## config.mk

```make
export PLATFORM = sky130hd
export DESIGN_NAME = multi_bpm_monitor
export DESIGN_NICKNAME = d
export VERILOG_FILES = /design/src/rtl/bpm_pkg.sv /design/src/rtl/bpm_channel.sv /design/src/rtl/multi_bpm_monitor.sv
export SDC_FILE = /design/constraint.sdc
export NUM_CORES = 1
export LEC_CHECK = 0
export ABC_AREA = 1
export CAP_MARGIN = 25
export CORE_MARGIN = 2
export CORE_UTILIZATION = 69
export DETAILED_ROUTE_END_ITERATION = 7
export PLACE_DENSITY = 0.87
export SYNTH_ARGS = -nofsm -noshare
export SYNTH_HDL_FRONTEND = slang
export SYNTH_SLANG_ARGS = --single-unit
```

## constraint.sdc

```tcl
create_clock -name clk -period 7 [get_ports clk]
set_clock_uncertainty 0.15 [all_clocks]
set_input_delay 1.4 -clock clk [delete_from_list [all_inputs] [get_ports clk]]
set_output_delay 1.4 -clock clk [all_outputs]
set_load 0.03 [all_outputs]
```

## src/rtl/bpm_pkg.sv

```systemverilog
// Shared definitions for the multi-channel heart-rate monitor.
// Contents:
//   state_t  - output stream FSM states (IDLE, SEND)
//   is_pow2  - power-of-two test used to validate AVG_DEPTH at elaboration
//   sat_mul  - beat count times scale, clamped to the BPM result width
package bpm_pkg;

    typedef enum logic {
        IDLE = 1'b0,
        SEND = 1'b1
    } state_t;

    function automatic bit is_pow2(input int n);
        return (n > 0) && ((n & (n - 1)) == 0);
    endfunction

    // The product is formed at 64 bits so even a saturated 16-bit count
    // times a large scale cannot wrap before the clamp is applied.
    function automatic logic [31:0] sat_mul(input logic [15:0] cnt,
                                            input int scale,
                                            input int w);
        logic [63:0] prod;
        logic [63:0] maxv;
        prod = 64'(cnt) * 64'(scale);
        maxv = (64'd1 << w) - 64'd1;
        return (prod > maxv) ? 32'(maxv) : 32'(prod);
    endfunction

endpackage

```

## src/rtl/bpm_channel.sv

```systemverilog
// One pulse channel of the heart-rate monitor.
// Ports:
//   clk, reset   - clock, synchronous active-high reset
//   pulse_i      - raw beat pulse; a beat is a 0->1 transition
//   terminal_i   - last cycle of the shared window
//   compute_i    - cycle after terminal; bpm/history/avg update here
//   load_i       - compute cycle entered while the stream is idle;
//                  refreshes the copies that feed the output stream
//   bpm_o/avg_o/alarm_o - registered results for the output mux
module bpm_channel
    import bpm_pkg::*;
#(
    parameter int SCALE_FACTOR = 12,
    parameter int BPM_W        = 8,
    parameter int AVG_DEPTH    = 4,
    parameter int LOW_BPM      = 40,
    parameter int HIGH_BPM     = 180
) (
    input  logic             clk,
    input  logic             reset,
    input  logic             pulse_i,
    input  logic             terminal_i,
    input  logic             compute_i,
    input  logic             load_i,
    output logic [BPM_W-1:0] bpm_o,
    output logic [BPM_W-1:0] avg_o,
    output logic [1:0]       alarm_o
);

    localparam int SHIFT = $clog2(AVG_DEPTH);
    localparam int SUM_W = BPM_W + SHIFT + 1;
    localparam logic [BPM_W-1:0] LOW_T  = BPM_W'(LOW_BPM);
    localparam logic [BPM_W-1:0] HIGH_T = BPM_W'(HIGH_BPM);

    logic             prev_q;
    logic [15:0]      cnt_q;
    logic [15:0]      cnt_d;
    logic [15:0]      snap_q;
    logic [BPM_W-1:0] hist_q [AVG_DEPTH];
    logic [BPM_W-1:0] bpm_q;
    logic [BPM_W-1:0] avg_q;
    logic [1:0]       alarm_q;

    logic             beat;
    logic [BPM_W-1:0] bpmNow;
    logic [SUM_W-1:0] sum;
    logic [BPM_W-1:0] avgNow;
    logic [1:0]       alarmNow;

    // cnt_d already includes a beat seen this cycle, so an edge in the
    // terminal cycle lands in the snapshot of the closing window.
    // The average sums the incoming bpm with the AVG_DEPTH-1 newest
    // history entries, i.e. the history as it will look after the push.
    always_comb begin
        beat     = pulse_i & ~prev_q;
        cnt_d    = (beat && (cnt_q != 16'hFFFF)) ? cnt_q + 16'd1 : cnt_q;
        bpmNow   = BPM_W'(sat_mul(snap_q, SCALE_FACTOR, BPM_W));
        sum      = SUM_W'(bpmNow);
        for (int i = 0; i < AVG_DEPTH - 1; i++) begin
            sum = sum + SUM_W'(hist_q[i]);
        end
        avgNow   = BPM_W'(sum >> SHIFT);
        alarmNow = {bpmNow > HIGH_T, bpmNow < LOW_T};
    end

    // History keeps updating on every compute cycle, while the output
    // copies only refresh when the stream is free to carry them.
    always_ff @(posedge clk) begin
        if (reset) begin
            prev_q  <= 1'b0;
            cnt_q   <= '0;
            snap_q  <= '0;
            bpm_q   <= '0;
            avg_q   <= '0;
            alarm_q <= '0;
            for (int i = 0; i < AVG_DEPTH; i++) begin
                hist_q[i] <= '0;
            end
        end else begin
            prev_q <= pulse_i;
            if (terminal_i) begin
                snap_q <= cnt_d;
                cnt_q  <= '0;
            end else begin
                cnt_q  <= cnt_d;
            end
            if (compute_i) begin
                hist_q[0] <= bpmNow;
                for (int i = 1; i < AVG_DEPTH; i++) begin
                    hist_q[i] <= hist_q[i-1];
                end
                if (load_i) begin
                    bpm_q   <= bpmNow;
                    avg_q   <= avgNow;
                    alarm_q <= alarmNow;
                end
            end
        end
    end

    assign bpm_o   = bpm_q;
    assign avg_o   = avg_q;
    assign alarm_o = alarm_q;

endmodule

```

## src/rtl/multi_bpm_monitor.sv

```systemverilog
// Multi-channel heart-rate meter top level.
// Counts beats per channel over a shared window, converts them to BPM,
// keeps a moving average, and streams per-channel results.
// Ports:
//   clk, reset  - clock, synchronous active-high reset
//   pulse_in    - NUM_CH beat pulse inputs
//   out_valid / out_ready - result stream handshake
//   out_ch, out_bpm, out_avg, out_alarm - current result beat
//   overrun     - sticky flag: a window's results were dropped
module multi_bpm_monitor
    import bpm_pkg::*;
#(
    parameter int NUM_CH        = 4,
    parameter int WINDOW_CYCLES = 1000,
    parameter int SCALE_FACTOR  = 12,
    parameter int BPM_W         = 8,
    parameter int AVG_DEPTH     = 4,
    parameter int LOW_BPM       = 40,
    parameter int HIGH_BPM      = 180,
    localparam int CH_W         = (NUM_CH > 1) ? $clog2(NUM_CH) : 1
) (
    input  logic              clk,
    input  logic              reset,
    input  logic [NUM_CH-1:0] pulse_in,
    output logic              out_valid,
    input  logic              out_ready,
    output logic [CH_W-1:0]   out_ch,
    output logic [BPM_W-1:0]  out_bpm,
    output logic [BPM_W-1:0]  out_avg,
    output logic [1:0]        out_alarm,
    output logic              overrun
);

    localparam int WIN_W = $clog2(WINDOW_CYCLES);
    localparam logic [WIN_W-1:0] WIN_LAST = WIN_W'(WINDOW_CYCLES - 1);
    localparam logic [CH_W-1:0]  LAST_CH  = CH_W'(NUM_CH - 1);

    if (!is_pow2(AVG_DEPTH) || AVG_DEPTH > 16) begin : g_bad_depth
        $error("AVG_DEPTH must be a power of two in 1..16");
    end

    logic [WIN_W-1:0] winCnt_q;
    logic [WIN_W-1:0] winCnt_d;
    logic             terminal;
    logic             compute_q;
    logic             load;
    state_t           state_q;
    state_t           state_d;
    logic [CH_W-1:0]  ptr_q;
    logic [CH_W-1:0]  ptr_d;
    logic             overrun_q;

    logic [BPM_W-1:0] chBpm   [NUM_CH];
    logic [BPM_W-1:0] chAvg   [NUM_CH];
    logic [1:0]       chAlarm [NUM_CH];

    // Window counter wraps straight from the last cycle to 0, so every
    // cycle belongs to exactly one window.
    always_comb begin
        terminal = (winCnt_q == WIN_LAST);
        winCnt_d = terminal ? '0 : winCnt_q + WIN_W'(1);
        load     = compute_q && (state_q == IDLE);
    end

    // A compute cycle that finds the stream busy drops its results; the
    // undrained stream keeps its old values and finishes normally.
    always_comb begin
        state_d = state_q;
        ptr_d   = ptr_q;
        case (state_q)
            IDLE: begin
                if (compute_q) begin
                    state_d = SEND;
                    ptr_d   = '0;
                end
            end
            SEND: begin
                if (out_ready) begin
                    if (ptr_q == LAST_CH) begin
                        state_d = IDLE;
                        ptr_d   = '0;
                    end else begin
                        ptr_d   = ptr_q + CH_W'(1);
                    end
                end
            end
            default: state_d = IDLE;
        endcase
    end

    always_ff @(posedge clk) begin
        if (reset) begin
            winCnt_q  <= '0;
            compute_q <= 1'b0;
            state_q   <= IDLE;
            ptr_q     <= '0;
            overrun_q <= 1'b0;
        end else begin
            winCnt_q  <= winCnt_d;
            compute_q <= terminal;
            state_q   <= state_d;
            ptr_q     <= ptr_d;
            if (compute_q && (state_q == SEND)) begin
                overrun_q <= 1'b1;
            end
        end
    end

    for (genvar g = 0; g < NUM_CH; g++) begin : g_ch
        bpm_channel #(
            .SCALE_FACTOR (SCALE_FACTOR),
            .BPM_W        (BPM_W),
            .AVG_DEPTH    (AVG_DEPTH),
            .LOW_BPM      (LOW_BPM),
            .HIGH_BPM     (HIGH_BPM)
        ) u_ch (
            .clk        (clk),
            .reset      (reset),
            .pulse_i    (pulse_in[g]),
            .terminal_i (terminal),
            .compute_i  (compute_q),
            .load_i     (load),
            .bpm_o      (chBpm[g]),
            .avg_o      (chAvg[g]),
            .alarm_o    (chAlarm[g])
        );
    end

    // Data outputs read as zero whenever no beat is being offered.
    assign out_valid = (state_q == SEND);
    assign out_ch    = ptr_q;
    assign out_bpm   = out_valid ? chBpm[ptr_q]   : '0;
    assign out_avg   = out_valid ? chAvg[ptr_q]   : '0;
    assign out_alarm = out_valid ? chAlarm[ptr_q] : '0;
    assign overrun   = overrun_q;

endmodule

```

==> results.cfg, run 1 <==
[critical_path]
crit_slowest_cell = fa_1
crit_top_cell = nand2_1
arrival_ns = 6.08
crit_cells = 30
crit_family = adder cells
r2r_start = g_ch[1].u_ch.snap_q[1]$_SDFFE_PP0P_
start_kind = flip-flop
rr_worst_depth = 30
ff2ff_setup_slack_ns = 1.19
reg2reg_to = g_ch[1].u_ch.avg_o[7]$_SDFFE_PP0P_
path_class = reg -> reg
max_stage_delay_ns = 0.50
crit_required_ns = 7.26
crit_start = g_ch[1].u_ch.snap_q[1]$_SDFFE_PP0P_
end_kind = flip-flop
endpoint = g_ch[1].u_ch.avg_o[7]$_SDFFE_PP0P_
crit_path_max_fanout = 12
critPathBufInv = 2

[power_and_ir_drop]
p_per_area_mw_per_mm2 = 185
swShare = 0.236
p_seq_frac = 0.460
comb_power_share = 0.066
p_sw_uw = 933
power_leakage_nw = 10.6
fin_total_pwr_mw = 3.95
ir_worst_vdd_mv = 0.299
internal_power_mw = 3.01
p_clk_frac = 0.474

[synthesis]
synth_nets = 2858
ys.flop_type = dfxtp_1
avgSynthCellArea_um2 = 7.29
yosys_warnings = 0
synth_seq_cells = 299
async_reset_ff_frac = 0
syn_inst = 2671
syn_area_mm2 = 0.0195
synth-edff-count = 84
synth_cell_types = 55
seq_area_frac_synth = 0.351

[route]
drt_wl_total_mm = 46.2
wire_per_inst_um = 15.0
vias = 17149
drtIter0Drc = 1423
dr.pass1.iters = 5
drcViolationCount = 0
via_per_inst = 5.55
ant_nets = 0

[grt]
grt_max_degree = 81
grt_pass1_vias = 16671
track_usage = 0.317
antenna_found_initial = 0
overflow = 0
grt_first_pass_wirelength_mm = 76.8

[timing]
slew_violations = 0
setup_slack_ns = 1.19
rsz0062_at_grt = no
fmax_ghz = 0.172
tns_ns = 0
min_period_ns = 5.81
worst_slew_pin_slew_ns = 0.845
hold_viol = 0
period_share = 0.830
maxSlewHeadroom = 0.437
finalSetupViolCount = 0
hold_ws_ns = 0.304

[clock_tree]
cts.repair.resized = 0
clk_pin_slew_ns = 0.06
cts_tree = yes
numCtsBuffers = 35
worst_skew_pair.late_latency_ns = 0.53
cts-root-buf = clkbuf_16
cts_setup_buffers = 0
cts.sinks = 299
cts_htree_levels = 2
ctsHoldBuffers = 0
clk_path_buf_depth = 3

[die]
ios = 29
die_width_um = 172
die_h_um = 172
coreArea_mm2 = 0.0278
dieArea_mm2 = 0.0296
initial_utilization = 0.700
floorplan.rows = 61

[placement]
hpwl_mm = 32.5
port_buffers = 28
preCtsSetupSlack_ns = 1.44
placed_cell_area_mm2 = 0.0201
dp_cells = 3026
gp_congestion = 0.896

[final_layout]
multiInputGateArea_mm2 = 0.0105
final_cell_mix = nand2_1 (520), inv_1 (491), nor2_1 (331), dfxtp_1 (215), a21oi_1 (172)
final_common_cell = nand2_1
antenna_cells = 0
seq_area_mm2 = 0.00683
finalCoreUtilization = 0.767
drive_gt1_frac = 0.0557
stdcell_count = 3091
finalNetCount = 2873
syn2layout_area_growth_pct = 9.48
fillers = 2040
fin_area_mm2 = 0.0213

[run_status]
status = complete, no violations

[worst_hold_path]
worstHoldPathCells = 1
hold_class = reg -> reg

[job]
cap_violations = 0
## routing by layer
layer	vias to the layer above	track usage	routed length [µm]	part of all wire
met5	-	0	0	0
met4	0	0.121	1650	0.036
met3	145	0.0453	3050	0.066
met2	608	0.548	22000	0.48
met1	7932	0.404	19600	0.42
li1	8464	-	-	-
## worst register-to-register path: cells and delay by family (launching register included)
| family | cells | cell delay, ns |
|---|---|---|
| adders and majority gates | 5 | 1.91 |
| and+or+nand+nor | 16 | 1.81 |
| DFF | 1 | 0.36 |
| buffers and inverters | 2 | 0.12 |
| AOI/OAI and AO/OA | 7 | 1.37 |
## area by class of cell
cell class                 count  share of cell area
multi-input combinational   1801               0.492
sequential                   299               0.320
inverter                     508              0.0897
clock buffer                  47              0.0485
tap                          378              0.0222
timing repair buffer          41              0.0190
clock inverter                17             0.00793
## state kept, by name, summed over array words and instances, names as in the netlist, 4 cells and up
register,count
winCnt_q,10
g_ch.u_ch.prev_q,4
g_ch.u_ch.hist_q,84
g_ch.u_ch.bpm_o,28
g_ch.u_ch.avg_o,32
g_ch.u_ch.snap_q,64
g_ch.u_ch.cnt_q,64
g_ch.u_ch.alarm_o,8
## cells by family after synthesis
group / count (synthesis) / synth area share
buffers and inverters: 571 / 0.111
adders and majority gates: 180 / 0.130
DFF: 299 / 0.351
AOI/OAI and AO/OA: 391 / 0.108
and+or+nand+nor: 1103 / 0.242
xor gates and xnor gates: 123 / 0.0557
muxes: 4 / 0.00206
## power by group through the flow
stage | clock, mW | combinational [mW] | sequential (mW)
after global placement | 0 | 0.232 | 1.85
after detailed placement | 0 | 0.249 | 1.85
final | 1.87 | 0.260 | 1.82
after global routing | 1.95 | 0.291 | 1.82
after floorplan | 0 | 0.186 | 1.85
after CTS | 1.88 | 0.256 | 1.82
## worst min path at each step
stage,from,to,slack (ns)
global route,winCnt_q[0]$_SDFF_PP0_,winCnt_q[0]$_SDFF_PP0_,0.32
finish,winCnt_q[0]$_SDFF_PP0_,winCnt_q[0]$_SDFF_PP0_,0.30
detailed placement,winCnt_q[0]$_SDFF_PP0_,winCnt_q[0]$_SDFF_PP0_,0.30
global placement,winCnt_q[0]$_SDFF_PP0_,winCnt_q[0]$_SDFF_PP0_,0.28
floorplan,winCnt_q[0]$_SDFF_PP0_,winCnt_q[0]$_SDFF_PP0_,0.27
CTS,g_ch[1].u_ch.alarm_o[1]$_SDFFE_PP0P_,g_ch[1].u_ch.alarm_o[1]$_SDFFE_PP0P_,0.31
## synthesized netlist by cell type, types with 3 or more instances
library cell	instances	area (µm²)
nand4_1	30	188
xor2_1	86	753
clkinv_1	3	11.3
or2_1	3	18.8
nand2_4	4	45.0
xnor2_1	36	315
nor2_1	333	1250
nand2_2	15	93.8
mux2i_1	4	40.0
nor4_1	8	50.1
edfxtp_1	84	2520
o21bai_1	15	113
nor2_2	15	93.8
a21oi_1	172	861
nor3b_1	6	45.0
nor2_4	4	45.0
dfxtp_1	215	4300
a21o_1	4	30.0
inv_1	492	1850
o21ai_0	163	816
o211ai_1	8	60.1
o22ai_1	10	62.6
and2_1	6	37.5
a21oi_2	7	61.3
ha_1	144	1800
nand2_1	521	1960
nand3_1	123	616
inv_2	12	45.0
buf_1	4	15.0
fa_1	36	721
nand3b_1	9	67.6
nand3_2	6	60.1
nor3_1	12	60.1
clkbuf_1	54	203
Note: power is estimated with default switching activity, not from simulation.
==> inputs of run 2 (changes only) <==
--- a/config.mk
+++ b/config.mk
@@ -8,9 +8,9 @@
 export ABC_AREA = 1
 export CAP_MARGIN = 25
 export CORE_MARGIN = 2
-export CORE_UTILIZATION = 69
+export CORE_UTILIZATION = 64
 export DETAILED_ROUTE_END_ITERATION = 7
-export PLACE_DENSITY = 0.87
+export PLACE_DENSITY = 0.81
 export SYNTH_ARGS = -nofsm -noshare
 export SYNTH_HDL_FRONTEND = slang
 export SYNTH_SLANG_ARGS = --single-unit
==> constraint.sdc (replaced) <==
create_clock -name clk -period 6.05 [get_ports clk]
set_clock_uncertainty 0.15 [all_clocks]
set_input_delay 1.21 -clock clk [delete_from_list [all_inputs] [get_ports clk]]
set_output_delay 1.21 -clock clk [all_outputs]
set_load 0.03 [all_outputs]
==> run 2 against run 1 <==
  * Register-to-register slack worse by 0.71 ns
  * Die area increased by 7.6%
  * Largest cell class unchanged
  * Worst hold slack worse by 0.0083 ns
  * Critical path depth is the same
  * Cell area fell by 0.39%
==> results.cfg, run 2 (synthesized netlist as in run 1, its figures left out) <==
[grt]
overflow = 0
grt_first_pass_wirelength_mm = 74.1
track_usage = 0.282
antenna_found_initial = 0
met2_usage = 0.491
met1_usage = 0.371
use_met3 = 0.0301
top_usage_layer = met2
grt_pass1_vias = 16174
grt_max_degree = 64

[power_and_ir_drop]
swShare = 0.234
p_sw_mw = 1.03
power_leakage_nw = 10.6
p_seq_frac = 0.475
p_clk_frac = 0.460
comb_power_share = 0.065
p_per_area_mw_per_mm2 = 208
internal_power_mw = 3.39
ir_worst_vdd_mv = 0.203

[route]
dr.pass1.iters = 6
drtIter0Drc = 1317
drcViolationCount = 0
drt_wl_total_mm = 43.5
ant_nets = 0
via_per_inst = 5.41
wire_per_inst_um = 14.0
vias = 16776

[clock_tree]
worst_skew_pair.late_latency_ns = 0.52
cts_tree = yes
clk_pin_slew_ns = 0.06
numCtsBuffers = 34
cts-root-buf = clkbuf_16
cts.sinks = 299
clk_path_buf_depth = 3
ctsHoldBuffers = 0
cts_setup_buffers = 0
cts_htree_levels = 2

[timing]
setup_slack_ns = 0.480
worst_slew_pin_slew_ns = 0.921
maxSlewHeadroom = 0.385
min_period_ns = 5.57
tns_ns = 0
fmax_ghz = 0.180
finalSetupViolCount = 0
rsz0062_at_grt = no
period_share = 0.921
hold_viol = 0
slew_violations = 0

[job]
cap_violations = 0

[critical_path]
path_class = reg -> reg
crit_slowest_cell = fa_1
max_stage_delay_ns = 0.52
arrival_ns = 5.84
end_kind = flip-flop
start_kind = flip-flop
crit_required_ns = 6.32
crit_path_max_fanout = 11

[run_status]
status = complete, no violations

[final_layout]
drive_gt1_frac = 0.0531
final_common_cell = nand2_1
syn2layout_area_growth_pct = 9.05
regMostFlops = g_ch.u_ch.hist_q
largest_reg_flops = 84
final_cell_mix = nand2_1 (520), inv_1 (491), nor2_1 (331), dfxtp_1 (215), a21oi_1 (172)
reg_top3 = g_ch.u_ch.hist_q x84, g_ch.u_ch.cnt_q x64, g_ch.u_ch.snap_q x64
finalNetCount = 2874
antenna_cells = 0

[die]
ios = 29
dieArea_mm2 = 0.0318
die_width_um = 178
coreArea_mm2 = 0.0298
initial_utilization = 0.653
floorplan.rows = 63
die_h_um = 178

[worst_hold_path]
hold_class = reg -> reg

[placement]
port_buffers = 28
preCtsSetupSlack_ns = 0.383
gp_congestion = 0.912
hpwl_mm = 32.2
## run 2: cell types whose count changed in the layout (fill, tap and decap cells not counted), moves of 2 or more
cell and delta:
clkinvlp_4 -2, buf_4 +3, clkinv_4 -3, clkbuf_8 -2, clkbuf_1 +6
## run 2: power groups by stage
stage | clock network, mW | logic [mW] | registers (mW)
CTS | 2.06 | 0.286 | 2.10
floorplan | 0 | 0.215 | 2.14
global route | 2.13 | 0.328 | 2.10
global placement | 0 | 0.269 | 2.14
detailed placement | 0 | 0.283 | 2.14
finish | 2.03 | 0.285 | 2.10
## run 2: critical path: cells and delay by family, from the launching register on
kind / cells / cell delay [ns]
buffers and inverters: 5 / 0.27
xor gates and xnor gates: 2 / 0.25
and+or+nand+nor: 11 / 1.25
adders and majority gates: 5 / 1.98
DFF: 1 / 0.35
AOI/OAI and AO/OA: 7 / 1.24
## run 2: final cells by class
cell class / count / area [µm²]
fill: 2413 / 8580
timing repair buffer: 43 / 400
sequential: 299 / 6830
multi-input combinational: 1801 / 10500
inverter: 508 / 1910
clock inverter: 10 / 100
clock buffer: 50 / 1000
tap: 390 / 488
## run 2: final timing paths
kind                                                           from                                  to  slack [ns]  depth (start not counted)
worst max-delay path            g_ch[3].u_ch.snap_q[1]$_SDFFE_PP0P_  g_ch[3].u_ch.avg_o[5]$_SDFFE_PP0P_        0.48                         30
worst min-delay path                         winCnt_q[0]$_SDFF_PP0_              winCnt_q[0]$_SDFF_PP0_        0.30                          1
worst max register to register  g_ch[3].u_ch.snap_q[1]$_SDFFE_PP0P_  g_ch[3].u_ch.avg_o[5]$_SDFFE_PP0P_        0.48                         30
worst min register to register               winCnt_q[0]$_SDFF_PP0_              winCnt_q[0]$_SDFF_PP0_        0.30                          1
## run 2: stage by stage
step | hold WS (ns) | utilization | area (µm²) | cells | power, mW
after floorplan | 0.268 | - | 19500 | 2671 | 2.36
after global placement | 0.280 | 0.674 | 20100 | 3040 | 2.41
after detailed placement | 0.286 | 0.675 | 20100 | 3041 | 2.43
after CTS | 0.299 | 0.712 | 21200 | 3101 | 4.44
after global routing | 0.333 | 0.712 | 21200 | 3101 | 4.56
final | 0.296 | 0.712 | 21200 | 3101 | 4.42
## run 2: repair_timing
| action | 4_1_cts | 5_1_grt |
|---|---|---|
| endpoints found under the setup margin | 0 | 2 |
| gates resized for setup | 0 | 1 |
| hold endpoints to repair | 0 | 0 |
## run 2: routing by layer
metal  part of all wire  vias up
met5                  0        -
met4              0.026        0
li1                   -     8455
met3              0.056       88
met1               0.44     7745
met2               0.47      488
==> inputs of run 3 (changes only) <==
--- a/config.mk
+++ b/config.mk
@@ -13,4 +13,5 @@
 export PLACE_DENSITY = 0.81
 export SYNTH_ARGS = -nofsm -noshare
 export SYNTH_HDL_FRONTEND = slang
+export SYNTH_HIERARCHICAL = 1
 export SYNTH_SLANG_ARGS = --single-unit
==> run 3 against run 2 <==
  * First-iteration DRC count down 23%
  * Die area increased by 1.6%
  * Fmax grew 3.8%
  * Non-clock buffer count fell by 10
  * Synthesized cell count is 3.5% higher
  * Cell area grew 0.56%
  * Cell count increased by 3.3%
  * Worst hold slack worse by 0.0037 ns
  * Critical path depth is 1 higher
  * Critical path type unchanged
==> results.cfg, run 3 <==
[placement]
port_buffers = 28
gp_congestion = 0.915
preCtsSetupSlack_ns = 0.761
placed_cell_area_mm2 = 0.0203
dp_cells = 3146
hpwl_mm = 32.7

[synthesis]
syn_area_mm2 = 0.0198
synth_seq_cells = 299
synth_cell_types = 49
yosysMostFrequentCell = nand2_1
synth_area_leader_cell = dfxtp_1
synth_top_family_by_area = simple AND/OR/NAND/NOR gates
yosys_warnings = 6
synth-xor-area-share = 0.0421
avgSynthCellArea_um2 = 7.15
synth_nets = 2933
synth_mux_area_frac = 0.00203
seq_area_frac_synth = 0.345
synth_fa_ha_area_frac = 0.124
synthSimpleGateAreaFrac = 0.282
ys_top_cells_by_area = dfxtp_1 (22%), edfxtp_1 (13%), nand2_1 (11%)
ys.flop_type = dfxtp_1
synthTopCellsByCount = nand2_1 (598), inv_1 (526), nor2_1 (446), dfxtp_1 (215), o21ai_0 (140)
synth-edff-count = 84
async_reset_ff_frac = 0
synth_compound_area_frac = 0.0866
syn_inst = 2764
yosysTopAreaCellShare = 0.218

[run_status]
status = complete, no violations

[route]
via_per_inst = 5.22
drcViolationCount = 0
dr.pass1.iters = 5
ant_nets = 0
drtIter0Drc = 1017
drt_wl_total_mm = 42.8
wire_per_inst_um = 13.3
vias = 16707

[critical_path]
end_kind = flip-flop
crit_required_ns = 6.36
max_stage_delay_ns = 0.50
start_kind = flip-flop
crit_slowest_cell = fa_1
path_class = reg -> reg
crit_top_cell = inv_1
arrival_ns = 5.67
crit_path_max_fanout = 5

[clock_tree]
numCtsBuffers = 31
cts_htree_levels = 1
cts-root-buf = clkbuf_16
cts_setup_buffers = 0
cts_tree = yes
worst_skew_pair.late_latency_ns = 0.56
clk_path_buf_depth = 3
ctsHoldBuffers = 0
clk_pin_slew_ns = 0.06
cts.sinks = 299
cts.repair.resized = 0

[grt]
grt_first_pass_wirelength_mm = 73.4
grt_pass1_vias = 16291
grt_max_degree = 38
antenna_found_initial = 0
track_usage = 0.265
overflow = 0

[timing]
setup_slack_ns = 0.684
rsz0062_at_grt = no
tns_ns = 0
min_period_ns = 5.37
worst_slew_pin_slew_ns = 1.01
period_share = 0.887
slew_violations = 0
finalSetupViolCount = 0
hold_viol = 0
fmax_ghz = 0.186
maxSlewHeadroom = 0.325

[worst_hold_path]
hold_class = reg -> reg

[final_layout]
antenna_cells = 0
fillers = 2515
finalNetCount = 2952
syn2layout_area_growth_pct = 7.93
fin_area_mm2 = 0.0213
regMostFlops = g_ch.u_ch/hist_q
stdcell_count = 3203
final_common_cell = nand2_1
drive_gt1_frac = 0.0616
reg_top3 = g_ch.u_ch/hist_q x84, g_ch.u_ch/cnt_q x64, g_ch.u_ch/snap_q x64
final_cell_mix = nand2_1 (598), inv_1 (526), nor2_1 (446), dfxtp_1 (215), o21ai_0 (140)
largest_reg_flops = 84

[die]
ios = 29
initial_utilization = 0.648
dieArea_mm2 = 0.0323
die_h_um = 180
coreArea_mm2 = 0.0305
die_width_um = 180
floorplan.rows = 64

[power_and_ir_drop]
ir_worst_vdd_mv = 0.241
power_leakage_nw = 11.0
p_per_area_mw_per_mm2 = 204
fin_total_pwr_mw = 4.35

[job]
cap_violations = 0
## run 3: changes by cell type after synthesis, sizes merged, moves of 12 or more
cell / previous run / this run
nand4: 31 / 13
nand2: 540 / 641
ha: 144 / 106
clkbuf: 54 / 35
nor2: 352 / 468
a21oi: 179 / 125
o21bai: 15 / 2
xor2: 86 / 69
inv: 505 / 539
and2: 7 / 19
fa: 36 / 56
nand3: 130 / 115
## run 3: final timing paths
| path | slack (ns) | from | cells past startpoint | endpoint |
|---|---|---|---|---|
| max reg2reg | 0.68 | g_ch[3].u_ch/snap_q[1]$_SDFFE_PP0P_ | 31 | g_ch[3].u_ch/avg_o[6]$_SDFFE_PP0P_ |
| min | 0.29 | winCnt_q[0]$_SDFF_PP0_ | 1 | winCnt_q[0]$_SDFF_PP0_ |
| max | 0.68 | g_ch[3].u_ch/snap_q[1]$_SDFFE_PP0P_ | 31 | g_ch[3].u_ch/avg_o[6]$_SDFFE_PP0P_ |
| min reg2reg | 0.29 | winCnt_q[0]$_SDFF_PP0_ | 1 | winCnt_q[0]$_SDFF_PP0_ |
## run 3: cells by family (layout without fill, tap and decap cells)
group,after synthesis,in the layout
xor+xnor,95,95
compound gates,311,311
mux,4,4
fa+ha+maj,162,162
simple gates,1299,1299
buf+inv,594,637
flops,299,299
## run 3: cell type report
type / instances / area (µm²) / share of cell area
Multi-Input combinational cell: 1871 / 10600 / 0.497
Clock buffer: 51 / 965 / 0.0452
Tap cell: 396 / 495 / 0.0232
Inverter: 547 / 2070 / 0.0969
Timing Repair Buffer: 33 / 313 / 0.0147
Sequential cell: 299 / 6830 / 0.320
Clock inverter: 6 / 60.1 / 0.00281
## run 3: report_power, final
part / total (mW) / switching, mW / internal (mW)
registers: 2.10 / 0.0191 / 2.09
logic: 0.336 / 0.210 / 0.126
clock network: 1.91 / 0.781 / 1.12
total: 4.35 / 1.01 / 3.34
## run 3: metrics by stage
step                 util  hold WS [ns]
floorplan               -         0.268
global placement    0.666         0.281
detailed placement  0.666         0.290
CTS                 0.699         0.299
global route        0.699         0.323
finish              0.699         0.292
## run 3: metal layers
metal,track usage,share of wire,vias up,wire length [µm]
met5,0,0,-,0
met4,0.0667,0.023,0,1000
met3,0.0284,0.046,67,1950
met2,0.469,0.48,375,20600
met1,0.347,0.45,7717,19200
li1,-,-,8548,-
## run 3: worst max-delay path: cells and delay by family (launching register included)
| family | cells | cell delay, ns |
|---|---|---|
| adders and majority gates | 5 | 1.98 |
| AOI/OAI and AO/OA | 5 | 0.81 |
| DFF | 1 | 0.35 |
| buffers and inverters | 6 | 0.46 |
| and+or+nand+nor | 13 | 1.18 |
| xor gates and xnor gates | 2 | 0.30 |
